$ cat src/rtl/imem_load_pkg.sv
// Shared types and constants for the program-memory load controller.
package imem_load_pkg;

    typedef enum logic [1:0] {
        LOAD  = 2'd0,
        DRAIN = 2'd1,
        RUN   = 2'd2
    } state_t;

    localparam int WORD_SHIFT = 2;

endpackage

$ cat src/rtl/imem_load_ctrl.sv
// Shares the fetch-stage program memory between the fetch path and a streaming
// loader; restarts the pipeline from address 0 once a load completes.
//
// state | meaning
// LOAD  | fetch held, loader words written to consecutive word addresses
// DRAIN | one cycle: PC reset and decode flush pulses
// RUN   | fetch owns the memory port; load_start requests a reload
module imem_load_ctrl
    import imem_load_pkg::*;
#(
    parameter int word_width    = 32,
    parameter int address_width = 32,
    parameter int no_words      = 64,
    parameter bit boot_load     = 1'b1
) (
    input  logic                               clk,
    input  logic                               reset,
    input  logic                               load_start,
    input  logic                               ld_valid,
    input  logic [word_width-1:0]              ld_data,
    input  logic                               ld_last,
    output logic                               ld_ready,
    input  logic [address_width-1:0]           fetch_addr,
    output logic [address_width-1:0]           mem_addr,
    output logic                               mem_we,
    output logic [word_width-1:0]              mem_wr_data,
    output logic                               fetch_hold,
    output logic                               pc_reset,
    output logic                               flushD,
    output logic                               busy,
    output logic [$clog2(no_words+1)-1:0]      load_count,
    output logic                               err_overflow
);

    localparam int CW = $clog2(no_words + 1);

    state_t          state, state_nxt;
    logic [CW-1:0]   count_q;
    logic            err_q;
    logic            hs;
    logic            at_limit;

    assign hs       = ld_valid & ld_ready;
    // The accepting handshake is the one that brings the count up to no_words.
    assign at_limit = (count_q == CW'(no_words - 1));

    always_ff @(posedge clk) begin
        if (reset) begin
            state   <= boot_load ? LOAD : RUN;
            count_q <= '0;
            err_q   <= 1'b0;
        end else begin
            state <= state_nxt;
            if (state == RUN && load_start) begin
                count_q <= '0;
                err_q   <= 1'b0;
            end else if (hs) begin
                if (count_q != CW'(no_words))
                    count_q <= count_q + 1'b1;
                if (at_limit && !ld_last)
                    err_q <= 1'b1;
            end
        end
    end

    always_comb begin
        state_nxt  = state;
        ld_ready   = 1'b0;
        fetch_hold = 1'b1;
        busy       = 1'b1;
        pc_reset   = 1'b0;
        flushD     = 1'b0;
        case (state)
            LOAD: begin
                ld_ready = 1'b1;
                if (hs && (ld_last || at_limit))
                    state_nxt = DRAIN;
            end
            DRAIN: begin
                pc_reset  = 1'b1;
                flushD    = 1'b1;
                state_nxt = RUN;
            end
            RUN: begin
                fetch_hold = 1'b0;
                busy       = 1'b0;
                if (load_start)
                    state_nxt = LOAD;
            end
            default: state_nxt = boot_load ? LOAD : RUN;
        endcase
    end

    always_comb begin
        mem_we      = hs;
        mem_wr_data = ld_data;
        mem_addr    = fetch_addr;
        if (state == LOAD)
            mem_addr = address_width'(count_q) << WORD_SHIFT;
    end

    assign load_count   = count_q;
    assign err_overflow = err_q;

endmodule

$ cat config.mk
export PLATFORM = sky130hd
export DESIGN_NAME = imem_load_ctrl
export DESIGN_NICKNAME = d
export VERILOG_FILES = /design/src/rtl/imem_load_pkg.sv /design/src/rtl/imem_load_ctrl.sv
export SDC_FILE = /design/constraint.sdc
export NUM_CORES = 1
export LEC_CHECK = 0
export BUFFER_PORTS_ARGS = -buffer_cell sky130_fd_sc_hd__buf_2
export CORE_MARGIN = 2
export CORE_UTILIZATION = 32
export DETAILED_ROUTE_END_ITERATION = 7
export PLACE_DENSITY = 0.85
export SLEW_MARGIN = 0
export SYNTH_ARGS = -nofsm -noshare
export SYNTH_HDL_FRONTEND = slang
export SYNTH_SLANG_ARGS = --single-unit
$ cat constraint.sdc
create_clock -name clk -period 2.5 [get_ports clk]
set_clock_uncertainty 0.2 [all_clocks]
set_input_delay 0.125 -clock clk [delete_from_list [all_inputs] [get_ports clk]]
set_output_delay 0.125 -clock clk [all_outputs]
set_load 0.1 [all_outputs]
[Yosys cells after proc, flatten, opt, wreduce, memory -nomap -nowiden]
Cells that the tools add are included.
Storage, ports and cells
  register bits: 10
  logic and storage cells: 28
Cells by class
  add/subtract/negate cells: 1
  eq/ne operators: 6
  multiplexer cells: 7
  bitwise gates (word level): 1
  reductions and logical operators: 10
Operator list (number)
  32-bit 2-to-1 mux: 1
  7-bit by 1-bit adder with 7-bit output, second input constant: 1
  7-bit by 6-bit equality test with 1-bit output, second input constant: 1
  7-bit inequality test, second input constant: 1
  2-bit one-hot mux with 3 select lines: 1
  2-bit AND reduction: 3
  2-bit 2-to-1 mux: 2
  2-bit inequality test, second input constant: 2
  1-bit logical AND: 3
  1-bit 2-to-1 mux: 3
  2-bit by 1-bit equality test with 1-bit output, second input constant: 1
  2-bit equality test, second input constant: 1
  2-bit logical NOT: 1
  2-bit OR reduction: 1
  1-bit bitwise AND: 1
  1-bit logical NOT: 1
  1-bit logical OR: 1

[Depth between registers and ports, before layout]
Gate-level depths: netlist of run 1.
  depth after elaboration: 6
  mapped depth: 5
  depth with buffers taken out: 5

[Worst setup path before layout of run 1]
Ideal clock, no wire load.
  kind: register to output
  start point: reg state[1]
  end point: out mem_addr[21]
  arrival: 2639 ps
  path slack: -464 ps
  stages on the path, launching flop included: 4
  path buffers: 1
  path through: dfxtp_1 -> nor2_1 -> clkbuf_1 -> nor2b_1
On the way
  cells in the longest elaborated chain, start to end: 2
RTL lines
  start, declared: line imem_load_ctrl.sv:37  | state_t state, state_nxt;
  start signal, assigned: line imem_load_ctrl.sv:49  | state <= boot_load ? LOAD : RUN;
  start signal, assigned: line imem_load_ctrl.sv:53  | state <= state_nxt;
  2-bit logical NOT: line imem_load_ctrl.sv:98  | if (state == LOAD)
  32-bit 2-to-1 mux: line imem_load_ctrl.sv:98
  end, declared: line imem_load_ctrl.sv:24  | output logic [address_width-1:0] mem_addr,
Every way passes these cells.

[Worst setup path in the final report of run 1]
  start point: reg state[0]
  end point: out mem_addr[4]
Same word-level chain as after synthesis.

==> results of run 1 <==
flip-flops by register name, summed over array words and instances (netlist names):
signal and count:
load_count 7, state 2, err_overflow 1
layout by cell type (no fill, tap or decap), types with 2 or more instances in the layout:
cell type,synthesis,layout
a21oi_1,6,6
buf_2,1,82
clkbuf_4,0,3
dfxtp_1,10,10
dlygate4sd3_1,0,3
ha_1,2,2
inv_1,6,6
mux2_2,7,7
mux2i_1,2,2
nand2_1,4,4
nand2b_1,2,2
nand3_1,5,5
nor2_1,4,3
nor2b_1,27,24
nor2b_2,0,3
o21ai_0,2,2
o31ai_1,2,2
or3_1,2,2
or4_1,3,3
timing repair:
action                    in CTS  in global routing
hold endpoints to repair       3                  0
resized for setup              0                  0
hold buffers                   3                  0
cell families after synthesis:
kind of cell / Yosys count / synth area share
AOI/OAI and AO/OA: 14 / 0.0923
buffers and inverters: 44 / 0.289
muxes: 9 / 0.0972
and+or+nand+nor: 51 / 0.300
adders and majority gates: 2 / 0.0246
DFF: 10 / 0.197
per-stage QoR:
step | area (sq um) | total power [W] | setup slack [ns] | std cells
3_3_place_gp | 1230 | 0.000553 | 0.786 | 219
2_1_floorplan | 1030 | 0.000731 | -0.236 | 130
3_5_place_dp | 1230 | 0.000557 | 0.722 | 219
6_report | 1290 | 0.000705 | 0.464 | 226
5_1_grt | 1290 | 0.000738 | 0.349 | 226
4_1_cts | 1290 | 0.000714 | 0.444 | 226
worst paths after layout:
kind	start	endpoint	depth (start not counted)
worst max register to register	state[0]$_SDFFE_PP0P_	err_overflow$_SDFFE_PP0P_	3
worst min-delay path	ld_data[18]	mem_wr_data[18]	0
worst min register to register	err_overflow$_SDFFE_PP0P_	err_overflow$_SDFFE_PP0P_	2
worst max-delay path	state[0]$_SDFFE_PP0P_	mem_addr[4]	4
power groups by stage:
stage | logic (W) | clock network [W] | registers (W)
floorplan | 0.000532 | 0 | 0.000199
global placement | 0.000377 | 0 | 0.000176
detailed placement | 0.000381 | 0 | 0.000176
CTS | 0.000384 | 0.000158 | 0.000172
global route | 0.000399 | 0.000166 | 0.000173
finish | 0.000382 | 0.000151 | 0.000172
layout make-up:
class / count / area share
timing repair buffer: 86 / 0.346
sequential: 10 / 0.155
multi-input combinational: 76 / 0.412
inverter: 6 / 0.0174
tap: 44 / 0.0425
clock buffer: 4 / 0.0280
layer usage:
layer / routed length, um / global-route usage / share of wire / up-vias
li1: - / - / - / 501
met1: 971 / 0.144 / 0.36 / 446
met2: 1390 / 0.245 / 0.51 / 64
met3: 286 / 0.0299 / 0.11 / 5
met4: 65 / 0.0825 / 0.024 / 0
met5: 0 / 0 / 0 / -
worst max-delay path, cell delays in order, from the launching register on:
cell,delay [ns]
dfxtp_1,0.35
nor2_2,0.10
buf_4,0.31
mux2_2,0.38
buf_2,0.29
==> summary.txt, run 1 <==
Run status
  • Status: finished, final reports clean

Cells and area
  • Util after Layout: 0.428
  • Storage cell area: 200 sq um
  • # diodes: 0
  • Final net count: roughly 250
  • Fill count: between 300 and 400
  • Area Overhead vs Synth: 27.3%
  • Layout cell share with drive strength beyond 1: 0.544
  • Area of the multi-input gates: around 530 sq um

Power
  • Seq pwr share: 0.244
  • Net Sw Power: about 0.00038 W
  • Clock share of power: 0.214
  • Power per Cell Area: about 540 nW/um^2
  • Comb pwr share: 0.542
  • Leak Pwr: just under 0.7 nW
  • Int Pwr: 0.000329 W
  • Switching share of power: 0.533
  • Peak VDD IR: 254 uV

Synth
  • Ys flop type: dfxtp_1
  • Mapped cell area: ~1000 sq um
  • Post-synth top cells: buf_4 (34), nor2b_1 (27), dfxtp_1 (10)
  • Syn Area/Cell: 7.82 sq um
  • Gate Count Post-Synth: 130
  • Top-count cell post-synth: buf_4
  • Synth area leaders: buf_4 (25%), dfxtp_1 (20%), nor2b_1 (17%), mux2_2 (7.7%), a21oi_1 (3.0%)
  • Register area share after synthesis: 0.197
  • Ys async rst share: 0
  • Synth Net Count: about 200
  • Cell taking the most area after synthesis: buf_4
  • #FFs+latches synth: 10
  • Area share of the largest cell type after synthesis: 0.251
  • Number of enable flip-flop cells after synthesis: 0
  • Synth unique cells: 26
  • Yosys warnings: 0

GRT
  • Total GRT Usage: 0.136
  • GRT overflow: 0
  • Initial antenna violation count: 0
  • Largest net degree at the start of global routing: 34
  • First-pass GRT wire length: around 3700 um
  • Number of global-route vias before repair: roughly 840

Timing
  • Min Tclk post-route: around 2 ns
  • F_max: approximately 490 MHz
  • Final hold slack: roughly 0.050 ns
  • Final count of hold timing violations: 0
  • RSZ-0062 raised after global routing: no
  • Worst rel slew slack: 0.669
  • Final setup fails: 0
  • Setup tns final: 0 ns
  • Slew Viols, Final: 0
  • Final period util: 0.815
  • Worst-margin pin slew: around 0.50 ns

Clocking
  • Cts bufs inserted: 3
  • Clock tree sinks: 10
  • Worst-skew pair later-pin latency: 0.27 ns
  • TritonCTS clock tree: built
  • CTS H-tree lvls: 1
  • Clock Path Buffers: 2
  • Setup bufs post-CTS: 0
  • CTS clk-pin slew, worst paths: 0.07 ns
  • Clock root buffer: clkbuf_4

Critical path
  • Crit start category: register
  • Worst Path Arrival: between 1.5 and 2 ns
  • CP Max Fanout: 33
  • Critical path class: reg2out
  • Flop2flop setup slack: just over 0.7 ns
  • Worst Setup End Kind: primary output
  • Worst path required time: ~2.2 ns

Placement
  • Hpwl dp: 2250 um
  • IO Port Bufs: slightly above 80
  • GP Congestion: 0.799

Die
  • Initial Util: 0.336
  • Die footprint: between 3000 and 4000 sq um
  • Die Y: around 60 um
  • Die X: ~60 um
  • Boundary Pins: about 150
  • Std-Cell Core Area: between 3000 and 4000 sq um
  • Num rows: 20

Routing
  • Drt total wl: approximately 2700 um
  • Drc violations: 0
  • 1st-iter DRT viols: 15
  • Routed len/inst: around 12 um
  • DR vias/cell: about 4.5
  • Drt first pass iters: 4
  • Antenna Violating Nets Remaining: 0
  • DR vias: a little over 1000

Flow run
  • Max cap viols: 0

Hold path
  • Worst min path class: in2out
No activity file was read; power rests on OpenSTA's default activity.
==> run 2: changes to the inputs <==
- CORE_UTILIZATION: 32 -> 30
- PLACE_DENSITY: 0.85 -> 0.81
- clock period: 2.5 -> 2 ns (I/O delays scaled with it)
==> summary.txt, run 2 (synthesis results as in run 1) <==
Run status
  • Status: finished, final reports clean

Critical path
  • Worst path required time: roughly 1.7 ns
  • Critical path class: reg2out
  • Crit start category: register
  • Worst setup startpoint: state[1]$_SDFFE_PP0P_
  • Worst Path Arrival: between 1.5 and 2 ns
  • CP Max Fanout: 7
  • Worst Setup End Kind: primary output
  • RR Startpoint: state[1]$_SDFFE_PP0P_

GRT
  • Initial antenna violation count: 0
  • Largest net degree at the start of global routing: 9
  • Total GRT Usage: 0.125
  • Number of global-route vias before repair: between 800 and 900
  • GRT overflow: 0
  • First-pass GRT wire length: 3960 um

Cells and area
  • Layout cell share with drive strength beyond 1: 0.629
  • Most frequent cells in the layout: buf_2 (69), nor2b_1 (16), clkbuf_4 (14), nor2b_4 (8), mux2_2 (7)
  • # diodes: 0
  • Final std cells w/o fill: approximately 230
  • Area Overhead vs Synth: 45.1%
  • Util after Layout: 0.450
  • Max reg flops: 7
  • Fill count: 336
  • Final net count: between 200 and 300
  • Commonest non-fill, non-tap cell in the layout: buf_2

Timing
  • Final period util: 0.957
  • Final count of hold timing violations: 0
  • Worst rel slew slack: 0.669
  • RSZ-0062 raised after global routing: no
  • Final hold slack: around 0.000038 ns
  • Final setup fails: 0
  • Setup tns final: 0 ns
  • Worst-margin pin slew: between 0.5 and 0.6 ns
  • Slew Viols, Final: 0
  • F_max: approximately 520 MHz
  • Min Tclk post-route: around 1.9 ns

Hold path
  • Worst min path class: in2out
  • Hold_sp: ld_data[21]

Flow run
  • Max cap viols: 0

Power
  • Comb pwr share: 0.595
  • Total power: 0.000878 W
  • Seq pwr share: 0.246
  • Net Sw Power: roughly 0.00047 W
  • Int Pwr: 0.000406 W
  • Clock share of power: 0.159
  • Switching share of power: 0.537
  • Power per Cell Area: between 500 and 600 nW/um^2
  • Leak Pwr: ~0.76 nW
  • Peak VDD IR: approximately 250 uV

Clocking
  • Clock Path Buffers: 2
  • TritonCTS clock tree: built
  • CTS H-tree lvls: 1
  • Clock tree sinks: 10
  • Clock root buffer: clkbuf_4
  • Cts bufs inserted: 3
  • CTS clk-pin slew, worst paths: roughly 0.06 ns
  • Worst-skew pair later-pin latency: about 0.27 ns

Placement
  • Hpwl dp: between 1500 and 2000 um
  • IO Port Bufs: 82
  • Placed insts: between 200 and 250
  • GP Congestion: slightly below 0.8

Die
  • Boundary Pins: approximately 150
  • Die footprint: 3870 sq um
  • Die X: about 62 um
  • Num rows: 21
  • Die Y: 62.2 um
  • Initial Util: 0.310
  • Std-Cell Core Area: approximately 3300 sq um

Routing
  • Drc violations: 0
  • 1st-iter DRT viols: 10
  • DR vias: 1047
  • Drt total wl: around 2500 um
  • Antenna Violating Nets Remaining: 0
  • Drt first pass iters: 4
  • Routed len/inst: roughly 11 um
  • DR vias/cell: around 4.5
==> run 2: cell types whose count changed in the layout (fill, tap and decap cells not counted), moves of 4 or more <==
cell,previous run,this run
nor2b_1,24,16
buf_12,0,4
dfxtp_1,10,4
clkbuf_4,3,14
nor2b_4,0,8
dfxtp_2,0,6
buf_2,82,69
==> run 2: power by group through the flow <==
stage | sequential (W) | clock [W] | combinational (W)
after global routing | 0.000218 | 0.000156 | 0.000544
after global placement | 0.000221 | 0 | 0.000501
final | 0.000216 | 0.000140 | 0.000523
after detailed placement | 0.000221 | 0 | 0.000505
after floorplan | 0.000250 | 0 | 0.000680
after CTS | 0.000216 | 0.000144 | 0.000520
==> run 2: through the flow <==
step	area (sq um)	worst slack [ns]
after CTS	1450	0.0311
after global routing	1480	0.00494
final	1480	0.0851
after floorplan	1100	-0.370
after global placement	1360	0.254
after detailed placement	1360	0.220
==> run 2: final timing paths <==
kind / cells after the start / slack, ns / to
worst min register to register: 2 / 0.24 / err_overflow$_SDFFE_PP0P_
worst min-delay path: 0 / 0.00004 / mem_wr_data[21]
worst max register to register: 3 / 0.20 / load_count[5]$_SDFFE_PP0P_
worst max-delay path: 5 / 0.09 / mem_addr[9]
==> run 2: critical path, stage by stage (launching register included) <==
cell and delay, ns:
dfxtp_1 0.45, nor2_4 0.08, buf_12 0.14, buf_4 0.14, nor2b_1 0.10, buf_2 0.43
==> run 2: routing by layer <==
metal,share of wire,vias to the layer above,routed length (um),global-route usage
li1,-,511,-,-
met1,0.39,479,980,0.145
met2,0.48,50,1200,0.207
met3,0.11,7,266,0.0399
met4,0.023,0,57,0.0639
met5,0,-,0,0
==> run 2: area by class of cell <==
class / count / area [sq um] / share of cell area
clock buffer: 3 / 22.5 / 0.0153
multi-input combinational: 76 / 598 / 0.405
inverter: 6 / 22.5 / 0.0153
timing repair buffer: 91 / 568 / 0.385
tap: 46 / 57.6 / 0.0390
sequential: 10 / 208 / 0.141
==> run 2: repair_timing <==
action / 4_1_cts / 5_1_grt
endpoints found under the hold margin: 3 / 0
hold buffers: 3 / 0
pin swaps: 1 / 0
setup buffers: 3 / 0
resized for setup: 0 / 11
setup endpoints to repair: 8 / 11
==> run 3: changes to the inputs <==
- MAX_ROUTING_LAYER: default -> met4
==> summary.txt, run 3 (synthesis results as in run 1) <==
Cells and area
  • Commonest non-fill, non-tap cell in the layout: buf_2
  • Final net count: 259
  • Area of the multi-input gates: 598 sq um
  • Most frequent cells in the layout: buf_2 (69), nor2b_1 (16), clkbuf_4 (14), nor2b_4 (8), mux2_2 (7)
  • Area Overhead vs Synth: 45.1%
  • Storage cell area: a little over 200 sq um
  • Layout cell share with drive strength beyond 1: 0.629
  • Final std cells w/o fill: roughly 230
  • # diodes: 0
  • Max reg flops: 7
  • Design area: between 1000 and 1500 sq um
  • Fill count: 336

GRT
  • Largest net degree at the start of global routing: 9
  • GRT overflow: 0
  • Initial antenna violation count: 0
  • Total GRT Usage: 0.129
  • First-pass GRT wire length: 3950 um
  • GRT busiest layer: met2
  • GR Util met1: 0.145
  • GR Util met3: 0.0399
  • Met2 Track Usage GR: 0.207
  • Number of global-route vias before repair: about 880

Die
  • Boundary Pins: between 100 and 150
  • Std-Cell Core Area: around 3300 sq um
  • Die footprint: 3870 sq um
  • Die Y: just over 60 um
  • Num rows: 21
  • Initial Util: 0.310
  • Die X: 62.2 um

Timing
  • RSZ-0062 raised after global routing: no
  • Final hold slack: about 0.000038 ns
  • Slew Viols, Final: 0
  • Min Tclk post-route: roughly 1.9 ns
  • Final count of hold timing violations: 0
  • Final setup fails: 0
  • Final period util: 0.956
  • Worst rel slew slack: 0.669
  • F_max: 523 MHz
  • Worst-margin pin slew: ~0.5 ns

Hold path
  • Worst Hold Path Cells: 0
  • Hold EP: mem_wr_data[21]
  • Hold_sp: ld_data[21]
  • Worst min path class: in2out

Clocking
  • Clock Path Buffers: 2
  • Clock root buffer: clkbuf_4
  • TritonCTS clock tree: built
  • Cts bufs inserted: 3
  • Worst-skew pair later-pin latency: around 0.26 ns
  • Clock tree sinks: 10
  • CTS clk-pin slew, worst paths: around 0.06 ns
  • CTS H-tree lvls: 1

Routing
  • Drc violations: 0
  • Routed len/inst: 10.8 um
  • Drt total wl: between 2000 and 3000 um
  • Antenna Violating Nets Remaining: 0
  • DR vias/cell: 4.53
  • Drt first pass iters: 4
  • 1st-iter DRT viols: 9
  • DR vias: 1052

Placement
  • Placed insts: roughly 220
  • GP Congestion: around 0.79
  • IO Port Bufs: slightly above 80
  • Hpwl dp: a little under 2000 um
  • Placed Area: between 1000 and 1500 sq um

Power
  • Leak Pwr: about 0.76 nW
  • Peak VDD IR: ~250 uV
  • Power per Cell Area: slightly below 600 nW/um^2

Critical path
  • Critical path class: reg2out
  • Cells on worst reg2reg path: 3
  • Worst Path Arrival: between 1.5 and 2 ns
  • Reg2reg end: load_count[5]$_SDFFE_PP0P_
  • Crit start category: register
  • Worst path required time: approximately 1.7 ns
  • CP Max Fanout: 7
  • Flop2flop setup slack: ~0.2 ns
  • Worst Setup End Kind: primary output
  • RR Startpoint: state[1]$_SDFFE_PP0P_

Run status
  • Status: finished, final reports clean

Flow run
  • Max cap viols: 0
run 3: cell counts in the layout (fill, tap and decap cells not counted):
No cell type changed its count.
run 3: what timing repair did:
action,4_1_cts,5_1_grt
gates resized for setup,0,11
buffers inserted,3,0
pin swaps,1,0
endpoints found under the setup margin,8,11
hold endpoints to repair,3,0
hold buffers,3,0
run 3: worst max-delay path, cell delays in order (launching register included):
cell     delay (ns)
dfxtp_1        0.45
nor2_4         0.08
buf_12         0.14
buf_4          0.14
nor2b_1        0.10
buf_2          0.43
run 3: through the flow:
stage	total power (W)	setup WS, ns	setup TNS [ns]	utilization
2_1_floorplan	0.000930	-0.370	-5.56	-
3_3_place_gp	0.000722	0.254	0	0.414
3_5_place_dp	0.000725	0.220	0	0.414
4_1_cts	0.000880	0.0311	0	0.441
5_1_grt	0.000918	0.00494	0	0.450
6_report	0.000877	0.0878	0	0.450
run 3: area by class of cell:
| type | count | area share |
|---|---|---|
| multi-input cells | 76 | 0.405 |
| repair buffers | 91 | 0.385 |
| flip-flops and latches | 10 | 0.141 |
| well taps | 46 | 0.0390 |
| clock buffers | 3 | 0.0153 |
| inverters | 6 | 0.0153 |
run 3: where the power goes:
part | total, W | internal, W | switching, W
sequential | 0.000216 | 0.000206 | 0.00000997
combinational | 0.000522 | 0.000130 | 0.000392
clock | 0.000138 | 0.0000696 | 0.0000688
run 3: routing by layer:
| metal | up-vias | wire, um | part of all wire |
|---|---|---|---|
| li1 | 511 | - | - |
| met1 | 480 | 977 | 0.39 |
| met2 | 54 | 1200 | 0.48 |
| met3 | 7 | 270 | 0.11 |
| met4 | 0 | 55 | 0.022 |
| met5 | - | 0 | 0 |
run 3: how the worst max path moves through the flow:
| stage | from | end | slack, ns | cells after the start |
|---|---|---|---|---|
| floorplan | state[1]$_SDFFE_PP0P_ | mem_addr[0] | -0.37 | 3 |
| global placement | state[0]$_SDFFE_PP0P_ | load_count[5]$_SDFFE_PP0P_ | 0.25 | 3 |
| detailed placement | state[0]$_SDFFE_PP0P_ | load_count[5]$_SDFFE_PP0P_ | 0.22 | 3 |
| CTS | state[1]$_SDFFE_PP0P_ | mem_addr[16] | 0.03 | 5 |
| global route | state[1]$_SDFFE_PP0P_ | mem_addr[31] | 0.005 | 5 |
| finish | state[1]$_SDFFE_PP0P_ | mem_addr[9] | 0.09 | 5 |
